<file path="src/rtl/fft_peak_detect_if.sv">
// Streaming FFT sample input and frame-peak result port of the peak detector.
// The master side is the FFT/result consumer; the slave side is the detector.
interface fft_peak_detect_if #(
  parameter int DW   = 17,
  parameter int IDXW = 5,
  parameter int MAGW = 34
);
  logic                   in_valid;
  logic                   in_sof;
  logic signed [DW-1:0]   in_real;
  logic signed [DW-1:0]   in_imag;
  logic                   peak_valid;
  logic                   peak_ready;
  logic [IDXW-1:0]        peak_bin;
  logic [MAGW-1:0]        peak_mag;
  logic                   frame_err;
  logic                   ovf;
  logic                   busy;

  modport master (
    output in_valid, in_sof, in_real, in_imag, peak_ready,
    input  peak_valid, peak_bin, peak_mag, frame_err, ovf, busy
  );

  modport slave (
    input  in_valid, in_sof, in_real, in_imag, peak_ready,
    output peak_valid, peak_bin, peak_mag, frame_err, ovf, busy
  );
endinterface

</file>
<file path="src/rtl/fft_peak_detect.sv">
// Per-frame peak finder for a 32-point streaming FFT: squared magnitude per bin,
// running maximum per frame, one {bin, magnitude} result per frame over valid/ready.
module fft_peak_detect #(
  parameter int DW   = 17,
  parameter int N    = 32,
  parameter int IDXW = 5,
  parameter int MAGW = 34
) (
  input  logic             clk,
  input  logic             rst,
  fft_peak_detect_if.slave bus
);

  typedef enum logic [0:0] {
    IDLE = 1'b0,
    ACC  = 1'b1
  } state_e;

  state_e                 state_q, state_d;
  logic [IDXW-1:0]        cnt_q, cnt_d;
  logic                   frame_err_q, frame_err_d;

  // Capture stage: raw sample plus its bin tag
  logic                   s0_valid_q, s0_valid_d;
  logic                   s0_first_q, s0_first_d;
  logic                   s0_last_q, s0_last_d;
  logic [IDXW-1:0]        s0_bin_q, s0_bin_d;
  logic signed [DW-1:0]   s0_re_q, s0_im_q;

  // Stage A: squared components
  logic                   a_valid_q, a_first_q, a_last_q;
  logic [IDXW-1:0]        a_bin_q;
  logic [MAGW-1:0]        a_sq_re_q, a_sq_im_q, a_sq_re_d, a_sq_im_d;
  logic signed [2*DW-1:0] re_ext_s, im_ext_s, prod_re_s, prod_im_s;

  // Stage B: squared magnitude
  logic                   b_valid_q, b_first_q, b_last_q;
  logic [IDXW-1:0]        b_bin_q;
  logic [MAGW-1:0]        b_mag_q, b_mag_d;

  logic [MAGW-1:0]        best_mag_q, cand_mag_s;
  logic [IDXW-1:0]        best_bin_q, cand_bin_s;
  logic                   take_s, load_s;

  logic                   peak_valid_q, peak_valid_d;
  logic [IDXW-1:0]        peak_bin_q, peak_bin_d;
  logic [MAGW-1:0]        peak_mag_q, peak_mag_d;
  logic                   ovf_q, ovf_d;

  // Frame sequencing: an sof while accumulating aborts the partial frame and restarts at bin 0.
  always_comb begin
    state_d     = state_q;
    cnt_d       = cnt_q;
    frame_err_d = 1'b0;
    s0_valid_d  = 1'b0;
    s0_first_d  = 1'b0;
    s0_last_d   = 1'b0;
    s0_bin_d    = cnt_q;
    case (state_q)
      IDLE: begin
        if (bus.in_valid && bus.in_sof) begin
          state_d    = ACC;
          cnt_d      = IDXW'(1);
          s0_valid_d = 1'b1;
          s0_first_d = 1'b1;
          s0_bin_d   = IDXW'(0);
        end else begin
          state_d = IDLE;
        end
      end
      ACC: begin
        if (bus.in_valid && bus.in_sof) begin
          frame_err_d = 1'b1;
          cnt_d       = IDXW'(1);
          s0_valid_d  = 1'b1;
          s0_first_d  = 1'b1;
          s0_bin_d    = IDXW'(0);
        end else if (bus.in_valid) begin
          s0_valid_d = 1'b1;
          s0_bin_d   = cnt_q;
          if (cnt_q == IDXW'(N - 1)) begin
            s0_last_d = 1'b1;
            state_d   = IDLE;
            cnt_d     = IDXW'(0);
          end else begin
            cnt_d = cnt_q + IDXW'(1);
          end
        end else begin
          cnt_d = cnt_q;
        end
      end
      default: begin
        state_d = IDLE;
        cnt_d   = IDXW'(0);
      end
    endcase
  end

  always_comb begin
    re_ext_s   = {{DW{s0_re_q[DW-1]}}, s0_re_q};
    im_ext_s   = {{DW{s0_im_q[DW-1]}}, s0_im_q};
    prod_re_s  = re_ext_s * re_ext_s;
    prod_im_s  = im_ext_s * im_ext_s;
    a_sq_re_d  = $unsigned(prod_re_s);
    a_sq_im_d  = $unsigned(prod_im_s);
    b_mag_d    = a_sq_re_q + a_sq_im_q;
    // Strict compare keeps the lower bin on ties; bin 0 always reloads.
    take_s     = b_first_q | (b_mag_q > best_mag_q);
    cand_mag_s = take_s ? b_mag_q : best_mag_q;
    cand_bin_s = take_s ? b_bin_q : best_bin_q;
    load_s     = b_valid_q & b_last_q;
  end

  // A result arriving while the previous one is still unaccepted is dropped.
  always_comb begin
    peak_valid_d = peak_valid_q;
    peak_bin_d   = peak_bin_q;
    peak_mag_d   = peak_mag_q;
    ovf_d        = 1'b0;
    if (load_s) begin
      if (peak_valid_q && !bus.peak_ready) begin
        ovf_d = 1'b1;
      end else begin
        peak_valid_d = 1'b1;
        peak_bin_d   = cand_bin_s;
        peak_mag_d   = cand_mag_s;
      end
    end else if (peak_valid_q && bus.peak_ready) begin
      peak_valid_d = 1'b0;
    end else begin
      peak_valid_d = peak_valid_q;
    end
  end

  always_ff @(posedge clk) begin
    if (rst) begin
      state_q      <= IDLE;
      cnt_q        <= IDXW'(0);
      frame_err_q  <= 1'b0;
      s0_valid_q   <= 1'b0;
      s0_first_q   <= 1'b0;
      s0_last_q    <= 1'b0;
      s0_bin_q     <= IDXW'(0);
      s0_re_q      <= DW'(0);
      s0_im_q      <= DW'(0);
      a_valid_q    <= 1'b0;
      a_first_q    <= 1'b0;
      a_last_q     <= 1'b0;
      a_bin_q      <= IDXW'(0);
      a_sq_re_q    <= MAGW'(0);
      a_sq_im_q    <= MAGW'(0);
      b_valid_q    <= 1'b0;
      b_first_q    <= 1'b0;
      b_last_q     <= 1'b0;
      b_bin_q      <= IDXW'(0);
      b_mag_q      <= MAGW'(0);
      best_mag_q   <= MAGW'(0);
      best_bin_q   <= IDXW'(0);
      peak_valid_q <= 1'b0;
      peak_bin_q   <= IDXW'(0);
      peak_mag_q   <= MAGW'(0);
      ovf_q        <= 1'b0;
    end else begin
      state_q      <= state_d;
      cnt_q        <= cnt_d;
      frame_err_q  <= frame_err_d;
      s0_valid_q   <= s0_valid_d;
      s0_first_q   <= s0_first_d;
      s0_last_q    <= s0_last_d;
      s0_bin_q     <= s0_bin_d;
      s0_re_q      <= bus.in_real;
      s0_im_q      <= bus.in_imag;
      a_valid_q    <= s0_valid_q;
      a_first_q    <= s0_first_q;
      a_last_q     <= s0_last_q;
      a_bin_q      <= s0_bin_q;
      a_sq_re_q    <= a_sq_re_d;
      a_sq_im_q    <= a_sq_im_d;
      b_valid_q    <= a_valid_q;
      b_first_q    <= a_first_q;
      b_last_q     <= a_last_q;
      b_bin_q      <= a_bin_q;
      b_mag_q      <= b_mag_d;
      if (b_valid_q) begin
        best_mag_q <= cand_mag_s;
        best_bin_q <= cand_bin_s;
      end else begin
        best_mag_q <= best_mag_q;
        best_bin_q <= best_bin_q;
      end
      peak_valid_q <= peak_valid_d;
      peak_bin_q   <= peak_bin_d;
      peak_mag_q   <= peak_mag_d;
      ovf_q        <= ovf_d;
    end
  end

  assign bus.peak_valid = peak_valid_q;
  assign bus.peak_bin   = peak_bin_q;
  assign bus.peak_mag   = peak_mag_q;
  assign bus.frame_err  = frame_err_q;
  assign bus.ovf        = ovf_q;
  assign bus.busy       = (state_q == ACC) | s0_valid_q | a_valid_q | b_valid_q;

endmodule

</file>
<file path="src/flat_wrapper.sv">
// flat-port wrapper written by rule: the top's interface ports become plain ports
module fft_peak_detect_flat 
#(
  parameter int DW   = 17,
  parameter int N    = 32,
  parameter int IDXW = 5,
  parameter int MAGW = 34
)
  (clk, rst, bus_in_valid, bus_in_sof, bus_in_real, bus_in_imag, bus_peak_ready, bus_peak_valid, bus_peak_bin, bus_peak_mag, bus_frame_err, bus_ovf, bus_busy);
  fft_peak_detect_if #(.DW(DW), .IDXW(IDXW), .MAGW(MAGW)) bus_i ();
  input  logic clk;
  input  logic rst;
  input wire logic [$bits(bus_i.in_valid)-1:0] bus_in_valid;
  input wire logic [$bits(bus_i.in_sof)-1:0] bus_in_sof;
  input wire logic [$bits(bus_i.in_real)-1:0] bus_in_real;
  input wire logic [$bits(bus_i.in_imag)-1:0] bus_in_imag;
  input wire logic [$bits(bus_i.peak_ready)-1:0] bus_peak_ready;
  output wire logic [$bits(bus_i.peak_valid)-1:0] bus_peak_valid;
  output wire logic [$bits(bus_i.peak_bin)-1:0] bus_peak_bin;
  output wire logic [$bits(bus_i.peak_mag)-1:0] bus_peak_mag;
  output wire logic [$bits(bus_i.frame_err)-1:0] bus_frame_err;
  output wire logic [$bits(bus_i.ovf)-1:0] bus_ovf;
  output wire logic [$bits(bus_i.busy)-1:0] bus_busy;
  assign bus_i.in_valid = bus_in_valid;
  assign bus_i.in_sof = bus_in_sof;
  assign bus_i.in_real = bus_in_real;
  assign bus_i.in_imag = bus_in_imag;
  assign bus_i.peak_ready = bus_peak_ready;
  assign bus_peak_valid = bus_i.peak_valid;
  assign bus_peak_bin = bus_i.peak_bin;
  assign bus_peak_mag = bus_i.peak_mag;
  assign bus_frame_err = bus_i.frame_err;
  assign bus_ovf = bus_i.ovf;
  assign bus_busy = bus_i.busy;
  fft_peak_detect #(.DW(DW), .N(N), .IDXW(IDXW), .MAGW(MAGW)) u_core (.clk(clk), .rst(rst), .bus(bus_i));
endmodule
</file>
<file path="config.mk">
export PLATFORM = sky130hd
export DESIGN_NAME = fft_peak_detect_flat
export DESIGN_NICKNAME = d
export VERILOG_FILES = /design/src/rtl/fft_peak_detect_if.sv /design/src/rtl/fft_peak_detect.sv /design/src/flat_wrapper.sv
export SDC_FILE = /design/constraint.sdc
export NUM_CORES = 2
export LEC_CHECK = 0
export ABC_AREA = 1
export BUFFER_PORTS_ARGS = -buffer_cell sky130_fd_sc_hd__buf_2
export CAP_MARGIN = 20
export CORE_UTILIZATION = 50
export DETAILED_ROUTE_END_ITERATION = 7
export PLACE_DENSITY = 0.64
export SYNTH_ARGS = -nofsm -noshare
export SYNTH_HDL_FRONTEND = slang
export SYNTH_SLANG_ARGS = --single-unit
</file>
<file path="constraint.sdc">
create_clock -name clk -period 6.8 [get_ports clk]
set_clock_uncertainty 0.1 [all_clocks]
set_input_delay 0.34 -clock clk [delete_from_list [all_inputs] [get_ports clk]]
set_output_delay 0.34 -clock clk [all_outputs]
set_load 0.05 [all_outputs]
</file>
==> summary.txt <==
Clocking
  • CTS tree: built
  • CTS root buf: clkbuf_16
  • Clock Latency Late Sink: roughly 0.62 ns
  • Inserted Clock Buffers: 31
  • Clock transition at the registers of the reported paths: ~0.06 ns
  • Max clock buf depth: 3
  • CTS Sinks: 245
  • H-tree depth: 1

Timing
  • Post-route setup TNS: 0 ns
  • Fin crit period: 6.33 ns
  • Worst slew pin tran: 0.909 ns
  • Slew margin rel.: between 30% and 40%
  • WHS: slightly below 0.07 ns
  • Final period util: between 90% and 100%
  • RSZ-0062 raised after global routing: no
  • Fin. Hold Viols: 0
  • Fin worst setup slack: between 0.4 and 0.5 ns
  • Fmax: approximately 160 MHz
  • # setup viols final: 0
  • Slew Viols, Final: 0

Global route
  • GRT Total Usage: between 20% and 30%
  • Pin count of the biggest net entering global routing: roughly 80
  • Number of global-route vias before repair: between 20000 and 25000
  • First-pass GRT wire length: about 120000 um
  • Initial antenna violation count: 1
  • GRT overflow: 0

Routing
  • Remaining DRCs: 0
  • TritonRoute pass-1 iters: 6
  • Antenna-violating nets left: 0
  • WL per Instance: approximately 15 um
  • Vias per cell: ~4.9
  • Iter 0 DRT Violations: ~1400
  • DR vias: 23635
  • WL final: between 70000 and 80000 um

Final layout
  • Synth-to-layout area growth: 8.82%
  • Fillers: ~5700
  • Fin nets: slightly below 5000
  • Antenna fix cells: 0
  • Area occupied by registers: roughly 4900 sq um
  • Multi-input logic area: between 20000 and 25000 sq um
  • Layout Cells excl Fill: a little under 5000
  • Share of layout cells above drive strength 1: about 5.6%

Power and ir drop
  • Sw frac: 48.9%
  • Cell Int Power: between 4 and 5 mW
  • Total Power: around 9 mW
  • LEAKAGE: between 15 and 20 nW
  • VDD IR-drop max: 278 uV
  • Total net switching power: ~4.4 mW
  • Clock power frac: around a fifth
  • Share of total power in sequential cells: around a fifth
  • Gate power share: around three fifths
  • Pwr dens: 270 nW/um^2

Logic synthesis
  • Top cells by count, synth: inv_1, nand2_1, fa_1
  • Top_reg_cell synth: dfxtp_1
  • Most numerous cell in the Yosys netlist: inv_1
  • Post-synth EDFFs: 0
  • Synth async-reset ratio: 0%
  • Cell taking the most area after synthesis: fa_1
  • Seq cells post-synth: around 250
  • Mapped Nets: around 4800
  • Sequential fraction of the synthesis area: 15.9%
  • Synth Warn #: 0
  • Cells after synthesis: a little under 4000
  • Top cells by area, synth: fa_1, dfxtp_1, inv_1, ha_1, nand2_1
  • Cell Area, Synth: between 30000 and 40000 sq um
  • Post-synth top area share: 34.9%
  • Syn Area/Cell: slightly below 8 sq um
  • Synth unique cells: 42

Floorplan
  • Die Y-Extent: ~250 um
  • Core ar.: 60700 sq um
  • Initial Util: between 50 and 60%
  • Ports: 82
  • Die area: roughly 63000 sq um
  • Die X: between 200 and 300 um
  • Cell Rows: 90

Setup path
  • Crit start category: flip-flop
  • Crit Path Max Fanout: 17
  • CP Capture Type: flip-flop
  • Flop-to-flop setup slack: ~0.47 ns
  • Worst EP required: 7.20 ns
  • R2R cell count: 20
  • Crit Path Category: flip-flop to flip-flop
  • CP arrival: about 6.7 ns

Place
  • Post-Place Cells: approximately 4700
  • Post-Place Setup Slack: approximately 0.37 ns
  • DP Wirelength: a little under 60000 um
  • RD Place Congestion: around 0.91
  • Port Buffer Count: ~80

Hold path
  • HP Class: input pin to flip-flop
  • Worst hold path stage count: 2

Job
  • Max-Cap Viols: 0

Run status
  • Outcome: complete, no violations
-- sequential cells by signal, summed over array words and instances, names as in the netlist, 5 cells and up --
signal / count
u_core.best_mag_q: 34
u_core.bus.peak_mag: 34
u_core.a_sq_re_q: 33
u_core.bus.peak_bin: 5
u_core.s0_re_q: 17
u_core.b_bin_q: 5
u_core.b_mag_q: 34
u_core.cnt_q: 5
u_core.s0_im_q: 17
u_core.a_bin_q: 5
u_core.best_bin_q: 5
u_core.s0_bin_q: 5
u_core.a_sq_im_q: 33
-- through the flow --
step                area, sq um  util, %
floorplan                 30900        -
global placement          32200     53.0
detailed placement        32200     53.0
CTS                       33700     55.5
global route              33700     55.5
finish                    33700     55.5
-- per-layer routing --
metal  GRT usage [%]  up-vias  share of wire [%]
met5               0        -                  0
met3            2.40       71                4.0
li1                -    11780                  -
met2            40.8      426                 48
met4            3.98        0                1.5
met1            33.0    11358                 47
-- power groups by stage --
stage	logic [mW]	clock network, mW	registers [mW]
after global routing	6.35	1.90	1.86
after floorplan	4.17	0	1.77
final	5.48	1.79	1.84
after global placement	5.39	0	1.87
after detailed placement	5.43	0	1.87
after CTS	5.49	1.84	1.84
-- logic make-up after synthesis --
family	synth area share (%)
and+or+nand+nor	16.6
xor gates and xnor gates	1.08
buffers and inverters	14.9
DFF	15.9
AOI/OAI and AO/OA	7.26
adders and majority gates	44.4
-- placed cells by master (no fill, tap or decap), drive strengths merged, types with 23 or more instances in the layout --
master,count
clkbuf,36
buf,128
inv,1088
a21oi,219
nand3,174
nor3,23
dfxtp,245
fa,539
o21ai,121
ha,235
dlygate4sd3,37
nor2,348
nand2,676
-- path summary, 6_finish.rpt --
path,startpoint,end
worst max-delay path,u_core.s0_im_q[6],u_core.a_sq_im_q[33]
worst min register to register,u_core.s0_bin_q[2],u_core.a_bin_q[2]
worst max register to register,u_core.s0_im_q[6],u_core.a_sq_im_q[33]
worst min-delay path,rst,u_core.s0_re_q[3]
-- critical path, stage by stage (launching register included) --
cell     delay [ns]
dfxtp_1        0.79
nand2_1        0.21
inv_1          0.11
fa_1           0.48
fa_1           0.73
inv_1          0.17
fa_1           0.51
fa_1           0.56
fa_1           0.42
fa_1           0.49
inv_1          0.04
ha_1           0.38
nand2_1        0.10
nor2_1         0.20
inv_1          0.09
nor4_1         0.37
nand3_1        0.16
nand4_1        0.13
nand2_1        0.07
nand2_1        0.07
nor2_1         0.04
-- area by class of cell --
cell class                      count  area share (%)
Tap cell                          782            2.91
Sequential cell                   245            14.6
Clock buffer                       36            2.45
Multi-Input combinational cell   2483            63.7
Timing Repair Buffer              165            3.47
Inverter                         1082            12.1
Clock inverter                     22           0.840
-- repair_timing --
| action | 4_1_cts | 5_1_grt |
|---|---|---|
| resized for setup | 0 | 3 |
| buffers inserted | 0 | 0 |
| endpoints found under the hold margin | 45 | 0 |
| hold buffers | 37 | 0 |
| endpoints found under the setup margin | 0 | 4 |
No activity file was read; power rests on OpenSTA's default activity.
